[src/rtl/ssd_scan_driver.sv]
// ssd_scan_driver: time-multiplexed N-digit BCD seven-segment driver with shadow register.
// Optional leading-zero blanking enabled by defining SSD_LEADING_ZERO_BLANK_EN.
module ssd_scan_driver #(
  parameter int N_DIGITS    = 4,
  parameter int REFRESH_DIV = 100000,
  parameter int ACTIVE_LOW  = 1,
  localparam int IW = (N_DIGITS > 1) ? $clog2(N_DIGITS) : 1,
  localparam int CW = $clog2(REFRESH_DIV)
) (
  input  logic                  clk,
  input  logic                  rst,
  input  logic                  en,
  input  logic                  load,
  input  logic [4*N_DIGITS-1:0] bcd_in,
  input  logic [N_DIGITS-1:0]   dp_in,
  output logic [N_DIGITS-1:0]   an,
  output logic [6:0]            seg,
  output logic                  dp,
  output logic [IW-1:0]         digit_idx
);
  localparam logic AL = (ACTIVE_LOW != 0);
  logic [CW-1:0]         r_cnt;
  logic [IW-1:0]         r_idx;
  logic [4*N_DIGITS-1:0] r_bcd;
  logic [N_DIGITS-1:0]   r_dps;
  logic [N_DIGITS-1:0]   r_an;
  logic [6:0]            r_seg;
  logic                  r_dp;
  logic                  w_tick;
  logic [3:0]            w_digit;
  logic [6:0]            w_seg;
  logic [N_DIGITS-1:0]   w_onehot;
  logic [N_DIGITS-1:0]   w_blank;
  logic                  w_zrun;
  function automatic logic [6:0] dec(input logic [3:0] v);
    case (v)
      4'd0:    dec = 7'b0111111;
      4'd1:    dec = 7'b0000110;
      4'd2:    dec = 7'b1011011;
      4'd3:    dec = 7'b1001111;
      4'd4:    dec = 7'b1100110;
      4'd5:    dec = 7'b1101101;
      4'd6:    dec = 7'b1111101;
      4'd7:    dec = 7'b0000111;
      4'd8:    dec = 7'b1111111;
      4'd9:    dec = 7'b1101111;
      default: dec = 7'b1000000;
    endcase
  endfunction
  assign w_tick   = en && (r_cnt == CW'(REFRESH_DIV - 1));
  assign w_digit  = r_bcd[4*int'(r_idx) +: 4];
  assign w_seg    = dec(w_digit);
  assign w_onehot = N_DIGITS'(1) << r_idx;
`ifdef SSD_LEADING_ZERO_BLANK_EN
  // a digit blanks when it and every more significant digit are zero; digit 0 never blanks
  always_comb begin
    w_blank = '0;
    w_zrun  = 1'b1;
    for (int k = N_DIGITS - 1; k > 0; k--) begin
      w_zrun     = w_zrun & (r_bcd[4*k +: 4] == 4'd0);
      w_blank[k] = w_zrun;
    end
  end
`else
  assign w_blank = '0;
  assign w_zrun  = 1'b0;
`endif
  always_ff @(posedge clk) begin
    if (rst) begin
      r_cnt <= '0;
      r_idx <= '0;
      r_bcd <= '0;
      r_dps <= '0;
      r_an  <= {N_DIGITS{AL}};
      r_seg <= {7{AL}};
      r_dp  <= AL;
    end else begin
      if (en) r_cnt <= w_tick ? '0 : r_cnt + 1'b1;
      if (w_tick) r_idx <= (r_idx == IW'(N_DIGITS - 1)) ? '0 : r_idx + 1'b1;
      if (load) begin
        r_bcd <= bcd_in;
        r_dps <= dp_in;
      end
      r_an  <= {N_DIGITS{AL}} ^ (en ? w_onehot : '0);
      r_seg <= {7{AL}} ^ ((en && !w_blank[r_idx]) ? w_seg : 7'd0);
      r_dp  <= AL ^ (en && r_dps[r_idx]);
    end
  end
  assign an        = r_an;
  assign seg       = r_seg;
  assign dp        = r_dp;
  assign digit_idx = r_idx;
endmodule

[config.mk]
export PLATFORM = sky130hd
export DESIGN_NAME = ssd_scan_driver
export DESIGN_NICKNAME = d
export VERILOG_FILES = /design/src/rtl/ssd_scan_driver.sv
export SDC_FILE = /design/constraint.sdc
export NUM_CORES = 1
export LEC_CHECK = 0
export ABC_AREA = 1
export CAP_MARGIN = 20
export CORE_MARGIN = 4
export CORE_UTILIZATION = 48
export DETAILED_ROUTE_END_ITERATION = 7
export GPL_TIMING_DRIVEN = 0
export PLACE_DENSITY_LB_ADDON = 0.3
export SETUP_SLACK_MARGIN = 0.1
export SKIP_LAST_GASP = 1
export SYNTH_ARGS = -nofsm -noshare
export SYNTH_HDL_FRONTEND = slang
export SYNTH_SLANG_ARGS = --single-unit
[constraint.sdc]
create_clock -name clk -period 1.5 [get_ports clk]
set_input_delay 0.15 -clock clk [delete_from_list [all_inputs] [get_ports clk]]
set_output_delay 0.15 -clock clk [all_outputs]
set_load 0.05 [all_outputs]
Word-level counts from Yosys, hierarchy flattened
Memories as Yosys holds them, arrays and structs flattened.
Index checks and enable logic that the tools add are counted.
Operators by class
  add/subtract/negate cells: 2
  $lt $le $gt $ge: 1
  eq/ne operators: 2
  shift operators: 2
  mux-type cells: 8
  bitwise gates (word level): 3
  reduce and logical (&&, ||, !) cells: 4
Operator list (number)
  adder 17 x 1 -> 17 bit (second input constant): 1
  equality test 17 bit (second input constant): 1
  two-way mux 17 bit: 1
  indexed part select 16 x 5 -> 4 bit: 1
  two-way mux 7 bit: 1
  inverter 7 bit: 1
  binary-select mux 1 bit (select 2 bit): 2
  two-way mux 4 bit: 1
  inverter 4 bit: 1
  << shifter 1 x 2 -> 4 bit (first input constant): 1
  logical AND 1 bit: 3
  less-than comparator 2 x 3 -> 1 bit (second input constant): 1
  adder 2 x 1 -> 2 bit (second input constant): 1
  equality test 2 bit (second input constant): 1
  two-way mux 1 bit: 2
  two-way mux 2 bit: 1
  zero test 1 bit: 1
  inverter 1 bit: 1
Storage, ports and cells
  flip-flop bits (word level): 51
  ROM bits: 112
  bits of input ports: 24
  output and inout bits: 14
  word-level logic and storage cells: 30
  memories kept: 1
Memory list
  (no name shown): depth 16, bits a word 7, rd ports 1, clocked after Yosys merged registers in 0, write ports 0, RTL line 36  | case (v)

Depth between registers and ports, before layout
Gate-level depths: netlist of run 1.
  word-level depth: 6
  gate-level depth with buffers: 11
  depth with buffers taken out: 10

Least setup slack after synthesis of run 1
Ideal clock, no wire load.
  kind: register to register
  start point: reg r_idx[0] (netlist: digit_idx[0])
  end point: reg r_seg[3] (netlist: seg[3])
  library setup time: 0.123 ns
  arrival: 1.971 ns
  required time: 1.377 ns
  path slack: -0.594 ns
  cell stages (with the launch flop): 9
  path buffers: 1
  clock period less this slack: 2.094 ns
  cell sequence: dfxtp_1 > buf_4 > nand2_1 > a32oi_1 > inv_1 > ha_1 > nand3_1 > nand3_1 > nand3_1
On the way
  word-level cells in the longest chain between the ends: 6
  elaborated cells between the ends (all ways): 8
  classes of those cells: 1 x shift; 3 x mux; 1 x bitwise; 2 x reduce/logical; 1 x memory
Ends and longest elaborated chain
  start, declared: RTL line 23  | logic [IW-1:0] r_idx;
  start signal, assigned: RTL line 79  | if (w_tick) r_idx <= (r_idx == IW'(N_DIGITS - 1)) ? '0 : r_idx + 1'b1;
  parallel branches: the longest is 4 deep, another holds memory read (16 x 7 bit)
  two-way mux 7 bit *: RTL line 85  | r_seg <= {7{AL}} ^ ((en && !w_blank[r_idx]) ? w_seg : 7'd0);
  inverter 7 bit (no source line) *
  end signal, assigned: RTL line 75  | r_seg <= {7{AL}};
  end signal, assigned: RTL line 85
  end, declared: RTL line 27  | logic [6:0] r_seg;
Every way passes the cells marked *. The select of a mux whose other input is x is not followed.
A chain may end at the register's enable or synchronous reset.

Worst setup path in the final report of run 1
Ends and elaborated chain as after synthesis.

==> impl_results.html, run 1 <==
<table>
<tr><th>Metric</th><th>Value</th></tr>
<tr><th colspan="2">Outcome</th></tr>
<tr><td>Result of the run</td><td>finished, violations left</td></tr>
<tr><td>Violated checks</td><td>setup timing</td></tr>
<tr><th colspan="2">Setup path</th></tr>
<tr><td>Length in cells of the worst reg-to-reg path</td><td>9</td></tr>
<tr><td>Worst path required time</td><td>1.69 ns</td></tr>
<tr><td>Critical Path Fanout Max</td><td>6</td></tr>
<tr><td>Startpoint of the most critical register-to-register path</td><td>digit_idx[0]$_SDFFE_PP0P_</td></tr>
<tr><td>Internal reg-to-reg setup slack</td><td>-0.05 ns</td></tr>
<tr><td>Kind of launch point of the worst setup path</td><td>flop</td></tr>
<tr><td>Endpoint of the lowest-slack register-to-register path</td><td>seg[3]$_SDFF_PP1_</td></tr>
<tr><td>CP Capture Type</td><td>flop</td></tr>
<tr><td>Worst Path Class, Setup</td><td>reg2reg</td></tr>
<tr><td>Crit path DAT</td><td>1.74 ns</td></tr>
<tr><th colspan="2">Timing</th></tr>
<tr><td>Final clock period utilization by the worst path</td><td>103.6%</td></tr>
<tr><td>Post-route setup slack</td><td>-0.05394 ns</td></tr>
<tr><td>Number of failing hold endpoints at the final stage</td><td>0</td></tr>
<tr><td>Transition time at the pin with the least slew margin</td><td>0.4929 ns</td></tr>
<tr><td>Final Critical Period</td><td>1.554 ns</td></tr>
<tr><td>Max Clk Rate</td><td>643.5 MHz</td></tr>
<tr><td>Setup repair after global routing missed its margin</td><td>yes</td></tr>
<tr><td>Headroom to the max-slew limit</td><td>67.27%</td></tr>
<tr><td>Final sum of negative setup slack</td><td>-0.1723 ns</td></tr>
<tr><td>Max Clock Skew</td><td>0.009603 ns</td></tr>
<tr><td>Setup-failing EPs final</td><td>4</td></tr>
<tr><td>Max-slew violation count</td><td>0</td></tr>
<tr><th colspan="2">Min path</th></tr>
<tr><td>Worst hold path startpoint</td><td>en</td></tr>
<tr><td>Hold Path Stages</td><td>3</td></tr>
<tr><td>Worst min-delay path category</td><td>in2reg</td></tr>
<tr><td>Endpoint, Worst Hold</td><td>r_cnt[0]$_SDFFE_PP0P_</td></tr>
<tr><th colspan="2">Logic synthesis</th></tr>
<tr><td>Yosys Warn Count</td><td>0</td></tr>
<tr><td>Area share of the largest cell type after synthesis</td><td>40.38%</td></tr>
<tr><td>Synth Area in Compound Gates</td><td>7.076%</td></tr>
<tr><td>Largest cells by area after synthesis</td><td>sky130_fd_sc_hd__dfxtp_1, sky130_fd_sc_hd__nor2_1, sky130_fd_sc_hd__nand2_1, sky130_fd_sc_hd__nand3_1, sky130_fd_sc_hd__ha_1</td></tr>
<tr><td>Net Count, Synth</td><td>383</td></tr>
<tr><td>Synthesized-area fraction occupied by and/or/nand/nor cells</td><td>38.15%</td></tr>
<tr><td>Portion of the post-synthesis area used by sequential elements</td><td>40.38%</td></tr>
<tr><td>Combinational family with the most area after synthesis</td><td>simple AND/OR/NAND/NOR gates</td></tr>
<tr><td>Synthesized area</td><td>0.002529 sq mm</td></tr>
<tr><td>Post-synthesis mux area share</td><td>0%</td></tr>
<tr><td>Number of distinct standard cells referenced by the synthesized netlist</td><td>30</td></tr>
<tr><td>Synthesized area per cell</td><td>7.266 sq um</td></tr>
<tr><td>Post-synthesis adder-cell area fraction</td><td>5.443%</td></tr>
<tr><td>Number of storage elements in the synthesis netlist</td><td>51</td></tr>
<tr><td>Instance count of the mapped netlist</td><td>348</td></tr>
<tr><td>Most area-hungry cell type in the Yosys netlist</td><td>sky130_fd_sc_hd__dfxtp_1</td></tr>
<tr><td>Share of the synthesized netlist area taken by xor and xnor gates</td><td>1.039%</td></tr>
<tr><th colspan="2">Power</th></tr>
<tr><td>Seq pwr share</td><td>55.9%</td></tr>
<tr><td>Cell internal pwr</td><td>1.886 mW</td></tr>
<tr><td>Combinational group share of total power</td><td>14.1%</td></tr>
<tr><td>Leak</td><td>1.338 nW</td></tr>
<tr><td>Power Density</td><td>767.1 mW/mm^2</td></tr>
<tr><td>Sw frac</td><td>26.80%</td></tr>
<tr><td>Net Sw Power</td><td>690.3 uW</td></tr>
<tr><td>Power share of the clock group</td><td>30.0%</td></tr>
<tr><td>Maximum vdd ir drop</td><td>638.9 uV</td></tr>
<tr><th colspan="2">Drt</th></tr>
<tr><td>Vias post-DR</td><td>2316</td></tr>
<tr><td>Post-DR vias/cell</td><td>4.886</td></tr>
<tr><td>DRC violations left</td><td>0</td></tr>
<tr><td>Final routed wirelength across all metal layers</td><td>5.637 mm</td></tr>
<tr><td>Iter 0 DRT Violations</td><td>138</td></tr>
<tr><td>Pre-antenna DRT Iters</td><td>4</td></tr>
<tr><td>Number of antenna-violating nets in the routed design</td><td>0</td></tr>
<tr><td>Post-detailed-route wirelength per cell</td><td>11.89 microns</td></tr>
<tr><th colspan="2">Clock tree</th></tr>
<tr><td>CTS clk-pin slew, worst paths</td><td>0.09 ns</td></tr>
<tr><td>Depth of the CTS H-tree</td><td>2</td></tr>
<tr><td>Number of buffers on the longest clock path</td><td>2</td></tr>
<tr><td>Number of CTS-inserted buffers</td><td>5</td></tr>
<tr><td>Clk_lat worst skew</td><td>0.30 ns</td></tr>
<tr><td>Num Clock Sinks</td><td>51</td></tr>
<tr><td>TritonCTS clock tree</td><td>built</td></tr>
<tr><td>Clock root buffer</td><td>sky130_fd_sc_hd__clkbuf_8</td></tr>
<tr><th colspan="2">Final layout</th></tr>
<tr><td>Area growth from synthesis to layout</td><td>32.81%</td></tr>
<tr><td>Core Util, Final</td><td>65.75%</td></tr>
<tr><td>Count of nets after finishing</td><td>438</td></tr>
<tr><td>Total area of multi-input combinational cells</td><td>0.001496 sq mm</td></tr>
<tr><td>Fraction of final layout cells with drive strength greater than 1</td><td>20.54%</td></tr>
<tr><td>Diode insertion count for antenna repair</td><td>0</td></tr>
<tr><td>Layout fillers</td><td>453</td></tr>
<tr><td>Area of all sequential standard cells</td><td>0.001037 sq mm</td></tr>
<tr><th colspan="2">Floorplanning</th></tr>
<tr><td>Die ar.</td><td>0.006493 sq mm</td></tr>
<tr><td>I/O pin count</td><td>38</td></tr>
<tr><td>Vertical extent of the die</td><td>80.58 microns</td></tr>
<tr><td>Number of core rows</td><td>26</td></tr>
<tr><td>Initial core utilization</td><td>49.51%</td></tr>
<tr><td>Total core area</td><td>0.005107 sq mm</td></tr>
<tr><td>Horizontal die dimension</td><td>80.58 microns</td></tr>
<tr><th colspan="2">GRT</th></tr>
<tr><td>Overflow left after global routing</td><td>0</td></tr>
<tr><td>First-pass GRT wire length</td><td>9.121 mm</td></tr>
<tr><td>Pin count of the biggest net entering global routing</td><td>16</td></tr>
<tr><td>Overall fraction of global-route tracks in use</td><td>17.86%</td></tr>
<tr><td>Initial antenna violation count</td><td>0</td></tr>
<tr><td>Via count of the first global-routing pass</td><td>2088</td></tr>
<tr><th colspan="2">Placed design</th></tr>
<tr><td>Dpl hpwl</td><td>3.906 mm</td></tr>
<tr><td>Global placer's final weighted congestion</td><td>0.8384</td></tr>
<tr><td>Number of buffers added on ports</td><td>36</td></tr>
<tr><th colspan="2">Run</th></tr>
<tr><td># Max-Cap Violations</td><td>0</td></tr>
</table>
==> area by class of cell <==
type	count	area share (%)
plain buffers	12	2.310
clock buffers	6	2.161
clock inverters	2	0.3726
inverters	35	4.136
multi-input cells	250	44.56
flip-flops and latches	51	30.89
well taps	70	2.608
repair buffers	48	12.97
==> placed cells by master (no fill, tap or decap), drive strengths merged <==
cell type and instances:
nor2 79, nand3 38, buf 18, clkinv 1, o21ai 26, dlygate4sd2 12, ha 11, nand3b 2
clkdlybuf4s50 22, nand2 73, a32oi 1, nand4 6, o21bai 2, clkbuf 13, clkdlybuf4s15 1, xor2 3
dfxtp 51, a21oi 3, inv 35, nor3 4, or2 1, o22ai 1, clkinvlp 1
==> power by group through the flow <==
| stage | sequential (mW) | clock [mW] | combinational, mW |
|---|---|---|---|
| 2_1_floorplan | 1.51 | 0 | 0.155 |
| 3_3_place_gp | 1.46 | 0 | 0.328 |
| 3_5_place_dp | 1.47 | 0 | 0.332 |
| 4_1_cts | 1.44 | 0.786 | 0.346 |
| 5_1_grt | 1.45 | 0.844 | 0.401 |
| 6_report | 1.44 | 0.773 | 0.364 |
==> routing by layer <==
layer	global-route usage, %	part of all wire (%)
met5	0	0
met3	3.363	4.9
met1	22.91	47
met2	31.13	47
met4	3.547	1.2
==> worst max-delay path: stages, from the launching register on <==
cell	delay, ns
sky130_fd_sc_hd__dfxtp_4	0.37
sky130_fd_sc_hd__inv_2	0.08
sky130_fd_sc_hd__buf_8	0.12
sky130_fd_sc_hd__nand2_4	0.05
sky130_fd_sc_hd__a32oi_4	0.25
sky130_fd_sc_hd__inv_2	0.11
sky130_fd_sc_hd__ha_4	0.28
sky130_fd_sc_hd__nand3_2	0.07
sky130_fd_sc_hd__nand3_2	0.07
sky130_fd_sc_hd__nand3_2	0.05
==> sequential cells by signal (all words and copies together), names as in the netlist <==
name,cells
an,4
digit_idx,2
dp,1
r_bcd,16
r_cnt,17
r_dps,4
seg,7
==> cells by family after synthesis <==
family,Yosys count
flip-flops,51
XOR/XNOR,3
AND/OR/NAND/NOR,203
buffers and inverters,47
adder cells (fa/ha/maj),11
AO/OA/AOI/OAI,33
==> synthesized netlist by cell type, drive strengths merged <==
| cell type | instances |
|---|---|
| nand2 | 73 |
| dfxtp | 51 |
| inv | 35 |
| buf | 6 |
| xor2 | 3 |
| o22ai | 1 |
| or2 | 1 |
| nand3 | 38 |
| a32oi | 1 |
| nand4 | 6 |
| nor3 | 4 |
| clkbuf | 6 |
| nand3b | 2 |
| a21oi | 3 |
| nor2 | 79 |
| o21bai | 2 |
| ha | 11 |
| o21ai | 26 |
==> per-stage QoR <==
stage	area, sq um	total power [mW]	hold slack (ns)	setup slack (ns)	cells
2_1_floorplan	2552	1.667	0.2224	-0.1056	348
3_3_place_gp	3000	1.792	0.4458	-0.1745	454
3_5_place_dp	3000	1.797	0.4486	-0.2254	454
4_1_cts	3238	2.568	0.1239	-0.02916	469
5_1_grt	3358	2.691	0.1675	-0.1502	474
6_report	3358	2.576	0.1334	-0.05394	474
==> worst max-delay path by stage <==
stage	startpoint	endpoint	slack [ns]
after floorplan	digit_idx[0]$_SDFFE_PP0P_	seg[3]$_SDFF_PP1_	-0.11
after global placement	digit_idx[0]$_SDFFE_PP0P_	seg[3]$_SDFF_PP1_	-0.17
after detailed placement	digit_idx[0]$_SDFFE_PP0P_	seg[3]$_SDFF_PP1_	-0.23
after CTS	digit_idx[0]$_SDFFE_PP0P_	seg[3]$_SDFF_PP1_	-0.03
after global routing	digit_idx[0]$_SDFFE_PP0P_	seg[0]$_SDFF_PP1_	-0.15
final	digit_idx[0]$_SDFFE_PP0P_	seg[3]$_SDFF_PP1_	-0.05
==> repair_timing <==
action	4_1_cts	5_1_grt
setup endpoints to repair	33	19
hold buffers	0	0
buffers inserted	7	5
gates resized for setup	42	22
pin swaps	8	7
Power figures use the tool's default switching activity.
==> inputs of run 2 (changes only) <==
Settings changed: PLACE_DENSITY set to 0.75, PLACE_DENSITY_LB_ADDON 0.3 to not set.
==> run 2 against run 1 <==
Clock power increased by 26%. Non-clock buffer count unchanged. Sequential power about the same. Largest cell class unchanged. Global-route usage rose by 2.3 points. Routed wire length increased by 8.4%. The flow still finishes with violations (setup timing). Power rose by 8.9%. Fmax fell by 0.99%. Largest power group unchanged. Clock-buffer cell count fell by 1. Register-to-register slack worse by 0.02 ns.
==> impl_results.html, run 2 (synthesized netlist as in run 1, its figures left out) <==
<table>
<tr><th>Metric</th><th>Value</th></tr>
<tr><th colspan="2">Outcome</th></tr>
<tr><td>Result of the run</td><td>finished, violations left</td></tr>
<tr><td>Violated checks</td><td>setup timing</td></tr>
<tr><th colspan="2">Timing</th></tr>
<tr><td>Transition time at the pin with the least slew margin</td><td>0.5051 ns (+0.01226 ns)</td></tr>
<tr><td>Max-slew violation count</td><td>0 (unchanged)</td></tr>
<tr><td>Number of failing hold endpoints at the final stage</td><td>0 (unchanged)</td></tr>
<tr><td>Setup-failing EPs final</td><td>6 (+2)</td></tr>
<tr><td>Final Critical Period</td><td>1.570 ns (+0.01559 ns)</td></tr>
<tr><td>Setup repair after global routing missed its margin</td><td>yes</td></tr>
<tr><td>Max Clock Skew</td><td>0.01059 ns (+0.0009875 ns)</td></tr>
<tr><td>Headroom to the max-slew limit</td><td>66.46% (-0.81 points)</td></tr>
<tr><td>Post-route setup slack</td><td>-0.06953 ns (-0.01559 ns)</td></tr>
<tr><td>Final clock period utilization by the worst path</td><td>104.6% (+1.0 points)</td></tr>
<tr><td>Max Clk Rate</td><td>637.1 MHz (-0.99%)</td></tr>
<tr><th colspan="2">Drt</th></tr>
<tr><td>Post-detailed-route wirelength per cell</td><td>12.89 microns (+8.4%)</td></tr>
<tr><td>Number of antenna-violating nets in the routed design</td><td>0 (unchanged)</td></tr>
<tr><td>Iter 0 DRT Violations</td><td>168 (+22%)</td></tr>
<tr><td>Pre-antenna DRT Iters</td><td>4 (unchanged)</td></tr>
<tr><td>Final routed wirelength across all metal layers</td><td>6.112 mm (+8.4%)</td></tr>
<tr><td>Post-DR vias/cell</td><td>5.000 (+2.3%)</td></tr>
<tr><td>DRC violations left</td><td>0 (unchanged)</td></tr>
<tr><td>Vias post-DR</td><td>2370 (+2.3%)</td></tr>
<tr><th colspan="2">Placed design</th></tr>
<tr><td>Number of buffers added on ports</td><td>36 (unchanged)</td></tr>
<tr><td>Area post-placement</td><td>0.003000 sq mm (unchanged)</td></tr>
<tr><td>Setup WS pre-CTS</td><td>-0.1930 ns (+0.03239 ns)</td></tr>
<tr><td>Dpl hpwl</td><td>3.908 mm (about the same)</td></tr>
<tr><td>Global placer's final weighted congestion</td><td>0.8311 (-0.87%)</td></tr>
<tr><th colspan="2">Power</th></tr>
<tr><td>Net Sw Power</td><td>736.7 uW (+6.7%)</td></tr>
<tr><td>Combinational group share of total power</td><td>13.9% (-0.2 points)</td></tr>
<tr><td>Power Density</td><td>830.1 mW/mm^2 (+8.2%)</td></tr>
<tr><td>Cell internal pwr</td><td>2.068 mW (+9.6%)</td></tr>
<tr><td>Leak</td><td>1.376 nW (+2.8%)</td></tr>
<tr><td>Sw frac</td><td>26.27% (-0.53 points)</td></tr>
<tr><td>Seq pwr share</td><td>51.4% (-4.5 points)</td></tr>
<tr><td>Maximum vdd ir drop</td><td>554.4 uV (-13%)</td></tr>
<tr><td>Power share of the clock group</td><td>34.7% (+4.7 points)</td></tr>
<tr><th colspan="2">Setup path</th></tr>
<tr><td>Delay of the slowest cell on the worst path</td><td>0.37 ns (about the same)</td></tr>
<tr><td>CP Capture Type</td><td>flop</td></tr>
<tr><td>Worst path required time</td><td>1.70 ns (about the same)</td></tr>
<tr><td>Library cell contributing the largest single delay on the critical path</td><td>sky130_fd_sc_hd__dfxtp_4</td></tr>
<tr><td>Crit path DAT</td><td>1.77 ns (+0.03 ns)</td></tr>
<tr><td>Critical Path Fanout Max</td><td>6 (unchanged)</td></tr>
<tr><td>Kind of launch point of the worst setup path</td><td>flop</td></tr>
<tr><td>Cells along the critical path</td><td>buf_6 &gt; a21oi_2 &gt; a32oi_4 &gt; buf_4 &gt; ha_4 &gt; nand3b_1 &gt; nand3_1 &gt; nand3_1</td></tr>
<tr><td>Most repeated library cell on the critical path</td><td>sky130_fd_sc_hd__nand3_1</td></tr>
<tr><td>Worst Path Class, Setup</td><td>reg2reg</td></tr>
<tr><td>Length in cells of the worst reg-to-reg path</td><td>8 (-1)</td></tr>
<tr><th colspan="2">Clock tree</th></tr>
<tr><td>Clk_lat worst skew</td><td>0.31 ns (about the same)</td></tr>
<tr><td>Num Clock Sinks</td><td>51 (unchanged)</td></tr>
<tr><td>Clock root buffer</td><td>sky130_fd_sc_hd__clkbuf_8</td></tr>
<tr><td>Number of buffers on the longest clock path</td><td>2 (unchanged)</td></tr>
<tr><td>CTS hold repair buffers</td><td>0 (unchanged)</td></tr>
<tr><td>TritonCTS clock tree</td><td>built</td></tr>
<tr><td>CTS clk-pin slew, worst paths</td><td>0.09 ns (about the same)</td></tr>
<tr><td>Depth of the CTS H-tree</td><td>2 (unchanged)</td></tr>
<tr><td>Number of CTS-inserted buffers</td><td>5 (unchanged)</td></tr>
<tr><th colspan="2">Min path</th></tr>
<tr><td>Hold Path Stages</td><td>3 (unchanged)</td></tr>
<tr><td>Worst min-delay path category</td><td>in2reg</td></tr>
<tr><th colspan="2">Floorplanning</th></tr>
<tr><td>Horizontal die dimension</td><td>80.58 microns (unchanged)</td></tr>
<tr><td>Die ar.</td><td>0.006493 sq mm (unchanged)</td></tr>
<tr><td>Number of core rows</td><td>26 (unchanged)</td></tr>
<tr><td>Vertical extent of the die</td><td>80.58 microns (unchanged)</td></tr>
<tr><td>Total core area</td><td>0.005107 sq mm (unchanged)</td></tr>
<tr><td>Initial core utilization</td><td>49.51% (unchanged)</td></tr>
<tr><td>I/O pin count</td><td>38 (unchanged)</td></tr>
<tr><th colspan="2">GRT</th></tr>
<tr><td>Overflow left after global routing</td><td>0 (unchanged)</td></tr>
<tr><td>Overall fraction of global-route tracks in use</td><td>20.20% (+2.3 points)</td></tr>
<tr><td>First-pass GRT wire length</td><td>10.13 mm (+11%)</td></tr>
<tr><td>Initial antenna violation count</td><td>0 (unchanged)</td></tr>
<tr><td>Via count of the first global-routing pass</td><td>2165 (+3.7%)</td></tr>
<tr><td>Pin count of the biggest net entering global routing</td><td>17 (+1)</td></tr>
<tr><th colspan="2">Final layout</th></tr>
<tr><td>Most frequent cells in the layout</td><td>sky130_fd_sc_hd__nor2_1, sky130_fd_sc_hd__nand2_1, sky130_fd_sc_hd__dfxtp_1, sky130_fd_sc_hd__inv_1, sky130_fd_sc_hd__o21ai_0</td></tr>
<tr><td>Area growth from synthesis to layout</td><td>33.60%</td></tr>
<tr><td>Register ranked first by flip-flop count</td><td>r_cnt</td></tr>
<tr><td>Layout fillers</td><td>437 (-3.5%)</td></tr>
<tr><td>Most common cell after layout, fill and taps aside</td><td>sky130_fd_sc_hd__nor2_1</td></tr>
<tr><td>Count of nets after finishing</td><td>438 (unchanged)</td></tr>
<tr><td>Diode insertion count for antenna repair</td><td>0 (unchanged)</td></tr>
<tr><td>Non-Filler Cell Area, Final</td><td>0.003378 sq mm (+0.60%)</td></tr>
<tr><td>Fraction of final layout cells with drive strength greater than 1</td><td>20.30% (-0.25 points)</td></tr>
<tr><td>Largest register FFs</td><td>17 (unchanged)</td></tr>
<tr><th colspan="2">Run</th></tr>
<tr><td># Max-Cap Violations</td><td>0 (unchanged)</td></tr>
</table>
[run 2: cell types whose count changed in the layout (fill, tap and decap cells not counted), moves of 2 or more]
cell	before	now
sky130_fd_sc_hd__nor2_2	2	0
sky130_fd_sc_hd__nand3_2	7	9
sky130_fd_sc_hd__inv_4	1	3
sky130_fd_sc_hd__inv_2	3	1
sky130_fd_sc_hd__nand2_2	8	5
sky130_fd_sc_hd__nand2_1	60	62
sky130_fd_sc_hd__nand2_4	4	6
[run 2: area by class of cell]
| type | count | area, sq um | share of cell area, % |
|---|---|---|---|
| multi-input cells | 250 | 1490 | 44.11 |
| flip-flops and latches | 51 | 1037 | 30.70 |
| inverters | 35 | 143.9 | 4.259 |
| clock buffers | 5 | 68.82 | 2.037 |
| well taps | 70 | 87.58 | 2.593 |
| plain buffers | 12 | 77.57 | 2.296 |
| repair buffers | 48 | 429.2 | 12.70 |
| clock inverters | 3 | 43.79 | 1.296 |
[run 2: layer usage]
metal  vias up  GRT usage [%]  share of wire, %
li1       1216              -                 -
met1      1068          25.48                44
met2        73          33.94                48
met3        13          4.260               6.0
met4         0          6.926               2.1
met5         -              0                 0
[run 2: worst max-delay path: cells and delay by family, from the launching register on]
kind	cells	cell delay, ns
DFF	1	0.37
AOI/OAI and AO/OA	2	0.28
buffers and inverters	2	0.32
and+or+nand+nor	3	0.34
adders and majority gates	1	0.15
[run 2: path summary, 6_finish.rpt]
check | from | endpoint | slack, ns
worst max-delay path | digit_idx[0]$_SDFFE_PP0P_ | seg[5]$_SDFF_PP1_ | -0.07
worst max register to register | digit_idx[0]$_SDFFE_PP0P_ | seg[5]$_SDFF_PP1_ | -0.07
worst min-delay path | en | r_cnt[1]$_SDFFE_PP0P_ | 0.12
worst min register to register | r_dps[2]$_SDFFE_PP0P_ | r_dps[2]$_SDFFE_PP0P_ | 0.50
[run 2: timing repair]
| item | 4_1_cts | 5_1_grt |
|---|---|---|
| pin swaps | 9 | 5 |
| gates resized for setup | 49 | 17 |
| setup buffers | 11 | 1 |
| endpoints found under the setup margin | 35 | 16 |
[run 2: stage by stage]
step | power [mW] | utilization [%] | hold WS (ns) | std cells | TNS [ns]
final | 2.804 | 66.14 | 0.1205 | 474 | -0.2633
after global routing | 2.930 | 66.14 | 0.1444 | 474 | -0.7387
after CTS | 2.791 | 65.38 | 0.1205 | 473 | -0.05340
after detailed placement | 1.797 | 58.75 | 0.4548 | 454 | -1.041
after global placement | 1.791 | 58.75 | 0.4514 | 454 | -0.6287
after floorplan | 1.667 | - | 0.2224 | 348 | -0.2627
[run 2: power by group through the flow]
stage	Clock (mW)	Combinational [mW]	Sequential, mW
floorplan	0	0.155	1.51
CTS	0.987	0.364	1.44
detailed placement	0	0.331	1.47
global route	1.06	0.426	1.45
global placement	0	0.327	1.46
finish	0.974	0.389	1.44
